==> config.mk <==
export PLATFORM = sky130hd
export DESIGN_NAME = mc_control_unit
export DESIGN_NICKNAME = d
export VERILOG_FILES = /design/src/rtl/mc_control_unit.sv
export SDC_FILE = /design/constraint.sdc
export NUM_CORES = 1
export LEC_CHECK = 0
export CAP_MARGIN = 20
export CELL_PAD_IN_SITES_DETAIL_PLACEMENT = 1
export CELL_PAD_IN_SITES_GLOBAL_PLACEMENT = 1
export CORE_UTILIZATION = 30
export CTS_CLUSTER_DIAMETER = 120
export CTS_CLUSTER_SIZE = 10
export DETAILED_ROUTE_END_ITERATION = 16
export PLACE_DENSITY_LB_ADDON = 0.12
export SYNTH_ARGS = -nofsm -noshare
export SYNTH_HDL_FRONTEND = slang
export SYNTH_SLANG_ARGS = --single-unit
==> constraint.sdc <==
create_clock -name clk -period 2.4 [get_ports clk]
set_input_delay 0.48 -clock clk [delete_from_list [all_inputs] [get_ports clk]]
set_output_delay 0.48 -clock clk [all_outputs]
set_load 0.05 [all_outputs]
==> src/rtl/mc_control_unit.sv <==
// Multi-cycle control FSM for the MIPS-subset CPU: steps each instruction through
// IF/ID/EXE/MEM/WB and decodes datapath enables, mux selects and ALUOp from state/opcode/zero.
module mc_control_unit #(
   parameter int OPW = 6
) (
   input  logic           clk,
   input  logic           rst,
   input  logic [OPW-1:0] opcode,
   input  logic           zero,
   output logic [2:0]     state,
   output logic           PCWre,
   output logic [1:0]     PCSrc,
   output logic           IRWre,
   output logic           ALUSrcA,
   output logic [1:0]     ALUSrcB,
   output logic [2:0]     ALUOp,
   output logic           ExtSel,
   output logic           RegDst,
   output logic           RegWre,
   output logic           WrRegDSrc,
   output logic           mRD,
   output logic           mWR
);

   typedef enum logic [2:0] {
      S_IF      = 3'd0,
      S_ID      = 3'd1,
      S_EXE_AL  = 3'd2,
      S_WB_AL   = 3'd3,
      S_EXE_MEM = 3'd4,
      S_MEM     = 3'd5,
      S_WB_LD   = 3'd6,
      S_EXE_BR  = 3'd7
   } state_t;

   typedef enum logic [2:0] {
      C_ARITH,
      C_SW,
      C_LW,
      C_BEQ,
      C_J,
      C_HALT,
      C_UNDEF
   } opclass_t;

   localparam logic [OPW-1:0] OP_ADD  = 6'b000000;
   localparam logic [OPW-1:0] OP_SUB  = 6'b000001;
   localparam logic [OPW-1:0] OP_ADDI = 6'b000010;
   localparam logic [OPW-1:0] OP_OR   = 6'b010000;
   localparam logic [OPW-1:0] OP_AND  = 6'b010001;
   localparam logic [OPW-1:0] OP_ORI  = 6'b010010;
   localparam logic [OPW-1:0] OP_SLL  = 6'b011000;
   localparam logic [OPW-1:0] OP_SLT  = 6'b100110;
   localparam logic [OPW-1:0] OP_SW   = 6'b110000;
   localparam logic [OPW-1:0] OP_LW   = 6'b110001;
   localparam logic [OPW-1:0] OP_BEQ  = 6'b110100;
   localparam logic [OPW-1:0] OP_J    = 6'b111000;
   localparam logic [OPW-1:0] OP_HALT = 6'b111111;

   state_t   cur;
   opclass_t opClass;
   logic [2:0] aluCode;
   logic [1:0] aluSrcBSel;
   logic       aluSrcASel;
   logic       extSign;
   logic       rdDest;

   // Opcode decode: instruction class plus the ALU-stage controls of arithmetic ops
   always_comb begin
      opClass    = C_UNDEF;
      aluCode    = 3'b000;
      aluSrcBSel = 2'b00;
      aluSrcASel = 1'b0;
      extSign    = 1'b1;
      rdDest     = 1'b1;
      case (opcode)
         OP_ADD:  opClass = C_ARITH;
         OP_SUB: begin
            opClass = C_ARITH;
            aluCode = 3'b001;
         end
         OP_ADDI: begin
            opClass    = C_ARITH;
            aluSrcBSel = 2'b01;
            rdDest     = 1'b0;
         end
         OP_OR: begin
            opClass = C_ARITH;
            aluCode = 3'b101;
         end
         OP_AND: begin
            opClass = C_ARITH;
            aluCode = 3'b110;
         end
         OP_ORI: begin
            opClass    = C_ARITH;
            aluCode    = 3'b101;
            aluSrcBSel = 2'b01;
            extSign    = 1'b0;
            rdDest     = 1'b0;
         end
         OP_SLL: begin
            opClass    = C_ARITH;
            aluCode    = 3'b100;
            aluSrcBSel = 2'b10;
            aluSrcASel = 1'b1;
         end
         OP_SLT: begin
            opClass = C_ARITH;
            aluCode = 3'b010;
         end
         OP_SW:   opClass = C_SW;
         OP_LW:   opClass = C_LW;
         OP_BEQ:  opClass = C_BEQ;
         OP_J:    opClass = C_J;
         OP_HALT: opClass = C_HALT;
         default: opClass = C_UNDEF;
      endcase
   end

   // State register; halt parks in ID until reset
   always_ff @(posedge clk or posedge rst) begin
      if (rst) begin
         cur <= S_IF;
      end else begin
         case (cur)
            S_IF: cur <= S_ID;
            S_ID: begin
               case (opClass)
                  C_ARITH:     cur <= S_EXE_AL;
                  C_SW, C_LW:  cur <= S_EXE_MEM;
                  C_BEQ:       cur <= S_EXE_BR;
                  C_HALT:      cur <= S_ID;
                  default:     cur <= S_IF;
               endcase
            end
            S_EXE_AL:  cur <= S_WB_AL;
            S_WB_AL:   cur <= S_IF;
            S_EXE_MEM: cur <= S_MEM;
            S_MEM:     cur <= (opClass == C_LW) ? S_WB_LD : S_IF;
            S_WB_LD:   cur <= S_IF;
            S_EXE_BR:  cur <= S_IF;
            default:   cur <= S_IF;
         endcase
      end
   end

   assign state = cur;

   // Output decode; reset gates every enable so nothing is written while rst is high
   always_comb begin
      PCWre     = 1'b0;
      PCSrc     = 2'b00;
      IRWre     = 1'b0;
      ALUSrcA   = 1'b0;
      ALUSrcB   = 2'b00;
      ALUOp     = 3'b000;
      ExtSel    = 1'b0;
      RegDst    = 1'b0;
      RegWre    = 1'b0;
      WrRegDSrc = 1'b0;
      mRD       = 1'b0;
      mWR       = 1'b0;
      if (!rst) begin
         case (cur)
            S_IF: IRWre = 1'b1;
            S_ID: begin
               if (opClass == C_J) begin
                  PCWre = 1'b1;
                  PCSrc = 2'b11;
               end else if (opClass == C_UNDEF) begin
                  PCWre = 1'b1;
               end
            end
            S_EXE_AL, S_WB_AL: begin
               if (opClass == C_ARITH) begin
                  ALUOp   = aluCode;
                  ALUSrcA = aluSrcASel;
                  ALUSrcB = aluSrcBSel;
                  ExtSel  = extSign;
                  RegDst  = rdDest;
                  if (cur == S_WB_AL) begin
                     RegWre = 1'b1;
                     PCWre  = 1'b1;
                  end
               end
            end
            S_EXE_MEM: begin
               ALUSrcB = 2'b01;
               ExtSel  = 1'b1;
            end
            S_MEM: begin
               if (opClass == C_LW) begin
                  mRD = 1'b1;
               end else if (opClass == C_SW) begin
                  mWR   = 1'b1;
                  PCWre = 1'b1;
               end
            end
            S_WB_LD: begin
               RegWre    = 1'b1;
               WrRegDSrc = 1'b1;
               PCWre     = 1'b1;
            end
            S_EXE_BR: begin
               ALUOp  = 3'b001;
               ExtSel = 1'b1;
               PCWre  = 1'b1;
               PCSrc  = zero ? 2'b01 : 2'b00;
            end
            default: ;
         endcase
      end
   end

endmodule
==> metrics.cfg, run 1 <==
[outcome]
status=aborted with a tool error
stop_stage=5_1_grt
error=[ERROR DPL-0033] detailed placement checks failed during check placement.

[synth]
synth_seq_area_share=0.1012
netlist_area_um2=742.0
ys.flop_type=dfrtp_1
syn-num-nets=117
yosys.cell_types.count=46
synth_edf_count=0
yosys_warnings=0
syn_inst=108
ys_ff_latch=3
synth_area_leader_cell=dfrtp_1
syn_area_per_cell_um2=6.870
synth_top_area_frac=0.1012
synth-async-reset-ratio=1.000
synthTopCellsByArea=dfrtp_1, nor2_1, a21oi_1

[floorplanning]
ios=28
initial_utilization=0.3260
dieWidth_um=51.73
rows=17
fp.dieH_um=51.73

[timing]
worst_endpoint_kind=top-level output
grt_worst_setup_endpoint=PCSrc[0]

[global_route]
grt_max_degree=15
antenna_found_initial=0

[clock_network]
clkSinkCount=3
htreeDepth=1
cts_root_buf=clkbuf_4
cts_inserted_buffers=3
clock_path_buffers=2

[placement]
hpwl_um=3008
port_buffers=27
placed_cells=186
finalWeightedCongestion=0.8591

synth_stat cells (all sizes together), types with 3 or more instances:
| cell type | instances |
|---|---|
| nor2b | 3 |
| o21ai | 4 |
| a21oi | 10 |
| nor4 | 6 |
| nand2b | 3 |
| dfrtp | 3 |
| nand4 | 3 |
| nor2 | 14 |
| nand2 | 9 |
| inv | 3 |
| nor3 | 3 |
| clkbuf | 5 |
| buf | 6 |
per-stage QoR:
step	setup TNS, ps	hold slack, ps	cell area (um^2)	util	worst slack [ps]
2_1_floorplan	-1877	250.2	819.5	-	-315.7
3_3_place_gp	-3962	664.1	1478	0.6493	-438.7
3_5_place_dp	-5279	707.0	1478	0.6493	-574.2
4_1_cts	-78.45	651.7	1609	0.7070	-47.56
repair_timing:
action	CTS
setup buffers	6
setup endpoints to repair	15
hold buffers	0
resized for setup	45
pin swaps	6
kinds of logic after synthesis:
| logic type | synth area share |
|---|---|
| compound gates | 0.3272 |
| mux | 0.01518 |
| flops | 0.1012 |
| buf+inv | 0.09611 |
| simple gates | 0.4469 |
| fa+ha+maj | 0.01349 |
==> run 2, diff against run 1 <==
CELL_PAD_IN_SITES_DETAIL_PLACEMENT = not set   (was 1)
CELL_PAD_IN_SITES_GLOBAL_PLACEMENT = not set   (was 1)
CORE_AREA = 2 2 63 65   (was not set)
CORE_UTILIZATION = not set   (was 30)
CTS_CLUSTER_DIAMETER = not set   (was 120)
CTS_CLUSTER_SIZE = not set   (was 10)
DIE_AREA = 0 0 65 67   (was not set)
PLACE_DENSITY_LB_ADDON = 0.15   (was 0.12)
==> run 2 against run 1 <==
  * The flow now finishes without violations
  * Area after synthesis is the same
  * Synthesized cell count unchanged
==> metrics.cfg, run 2 <==
[critical_path]
required_ps=1920
crit_path_top_delay_cell=or3b_4
critPathKind=input port to output pin
worstSetupStartpointType=input port
critical_path_arrival_ps=1910
cp_slowest_stage_delay_ps=420
crit_family=compound AO/OA/AOI/OAI gates
path_cells=buf_8 -> or3b_4 -> o31ai_4 -> o21ai_2 -> and3_4 -> a41o_4 -> buf_12
cp_max_fo=5
r2r_end=state[1]
r2r_slack_ps=890
end_kind=output pin
r2r_cells=3
cp.buffers_inverters=2
cp.depth=7
r2r_start=state[2]

[finish]
mostFrequentLayoutCell=buf_4
postLayoutCellArea_um2=1692
syn2layout_area_growth_pct=128.0
drive_above_1_share=0.5783
layoutNonFillerInstCount=214
n_fill_cell=360
layout_common_cells=buf_4, buf_12, nor2_1, nand2_1, a21oi_1
final_util=0.4691
multiInputGateArea_um2=769.5
fin_nets=176
ff_latch_area_um2=75.07
diodes=0
largest_register_ffs=3

[floorplanning]
ios=28  ; unchanged
rows=22  ; was 17
initial_utilization=0.2058  ; was 0.3260
dieArea_um2=4355
fp.dieH_um=67  ; was 51.73 um
core-area_um2=3606
dieWidth_um=65  ; was 51.73 um

[timing]
period_share=0.9945
worst_pin_slew_ps=507.1
fmax_mhz=419.0
skew_ps=1.630
slew_violations=0
fin_crit_ps=2387
relSlewSlack=0.6619
finalSetupViolCount=0
finalSetupTns_ps=0
final_hold_viol_count=0
rsz0062_at_grt=yes

[clock_network]
clock_path_buffers=2  ; unchanged
cts_inserted_buffers=3  ; unchanged
insertion_delay_ps=210
ctsHoldBuffers=0  ; unchanged
clkSinkCount=3  ; unchanged
cts_root_buf=clkbuf_8  ; was clkbuf_4
cts_tree=yes
path_clk_slew_ps=30
htreeDepth=1  ; unchanged

[synth]
syn-num-nets=117  ; unchanged
ys_ff_latch=3  ; unchanged
syn_area_per_cell_um2=6.870  ; unchanged
synth_top_area_frac=0.1012  ; unchanged
ys_top_cells_by_count=nor2_1, a21oi_1, nand2_1  ; unchanged
netlist_area_um2=742.0  ; unchanged
ys.flop_type=dfrtp_1  ; unchanged
synth_seq_area_share=0.1012  ; unchanged
synth_most_common_cell=nor2_1  ; unchanged
synth_edf_count=0  ; unchanged
yosys_warnings=0  ; unchanged
synth_area_leader_cell=dfrtp_1  ; unchanged
synthTopCellsByArea=dfrtp_1, nor2_1, a21oi_1  ; unchanged
syn_inst=108  ; unchanged
synth-async-reset-ratio=1.000  ; unchanged
yosys.cell_types.count=46  ; unchanged

[global_route]
grt_max_degree=16
antenna_found_initial=0
grt_pass1_vias=1072
grt_remaining_overflow=0
grtUsageTotal=0.1427
grt_pass1_wl_um=4912

[placement]
postPlaceCellArea_um2=1510  ; was 1478 um^2
finalWeightedCongestion=0.8101  ; was 0.8591
hpwl_um=2193  ; was 3008 um
port_buffers=27  ; unchanged
placed_cells=207  ; was 186

[pwr]
ir_drop_mv=0.1448
leakage_nw=0.6490
powerDensity_nw_per_um2=561.3

[flow_run]
max_cap_viol_count=0

[detailed_routing]
drc=0
ant_nets=0
viasPerCell=4.907
drt_first_pass_iters=4
wl_per_cell_um=13.77
drt-total-wl_um=2946
drt_iter0_markers=53
vias=1050

[hold_path]
hold_class=input port to async pin

[outcome]
status=finished clean  ; was aborted with a tool error

-- run 2: cell counts after synthesis --
Identical to the previous run, type by type.
-- run 2: cells by family (layout without fill, tap and decap cells) --
logic type / count (synthesis) / count (layout) / synth area share
flip-flops: 3 / 3 / 0.1012
buffers and inverters: 14 / 72 / 0.09611
AO/OA/AOI/OAI: 33 / 33 / 0.3272
AND/OR/NAND/NOR: 56 / 56 / 0.4469
adder cells (fa/ha/maj): 1 / 1 / 0.01349
multiplexers: 1 / 1 / 0.01518
-- run 2: cell type report --
cell class,instances,share of cell area
multi-input combinational,91,0.4549
timing repair buffer,65,0.4320
sequential,3,0.04438
tap,48,0.03550
clock buffer,4,0.02663
inverter,3,0.006657
-- run 2: timing repair --
action                                  4_1_cts  5_1_grt
setup buffers                                 3        0
cloned                                        0        0
endpoints found under the setup margin       14        9
resized for setup                            47       10
pin swaps                                     7        6
-- run 2: stage by stage --
| stage | power, W | setup slack, ps | hold slack, ps |
|---|---|---|---|
| floorplan | 0.0005150 | -315.7 | 250.2 |
| global placement | 0.0007638 | -467.5 | 798.7 |
| detailed placement | 0.0007678 | -489.0 | 814.6 |
| CTS | 0.0009408 | -25.46 | 622.1 |
| global route | 0.001006 | -36.26 | 681.6 |
| finish | 0.0009494 | 13.11 | 642.9 |
-- run 2: per-layer routing --
layer,routed length [um],global-route usage
met5,0,0
met4,34,0.05053
met3,135,0.02027
met2,1508,0.2564
met1,1268,0.1719
-- run 2: worst max path at each step --
stage / start / end
after floorplan: state[1] / RegDst
after global placement: opcode[5] / PCSrc[0]
after detailed placement: opcode[5] / PCSrc[0]
after CTS: opcode[5] / PCSrc[0]
after global routing: rst / PCWre
final: opcode[5] / PCSrc[0]
-- run 2: tightest hold or removal path: stages --
cell	delay [ps]
clkdlybuf4s50_1	420
inv_1	130
buf_4	140
-- run 2: report_power, final --
group	switching, W	leakage [nW]	internal (W)
registers	0.0000855	0.0384	0.0000702
clock network	0.0000318	0.0228	0.000113
logic	0.000371	0.588	0.000278
No activity file was read; power rests on OpenSTA's default activity.
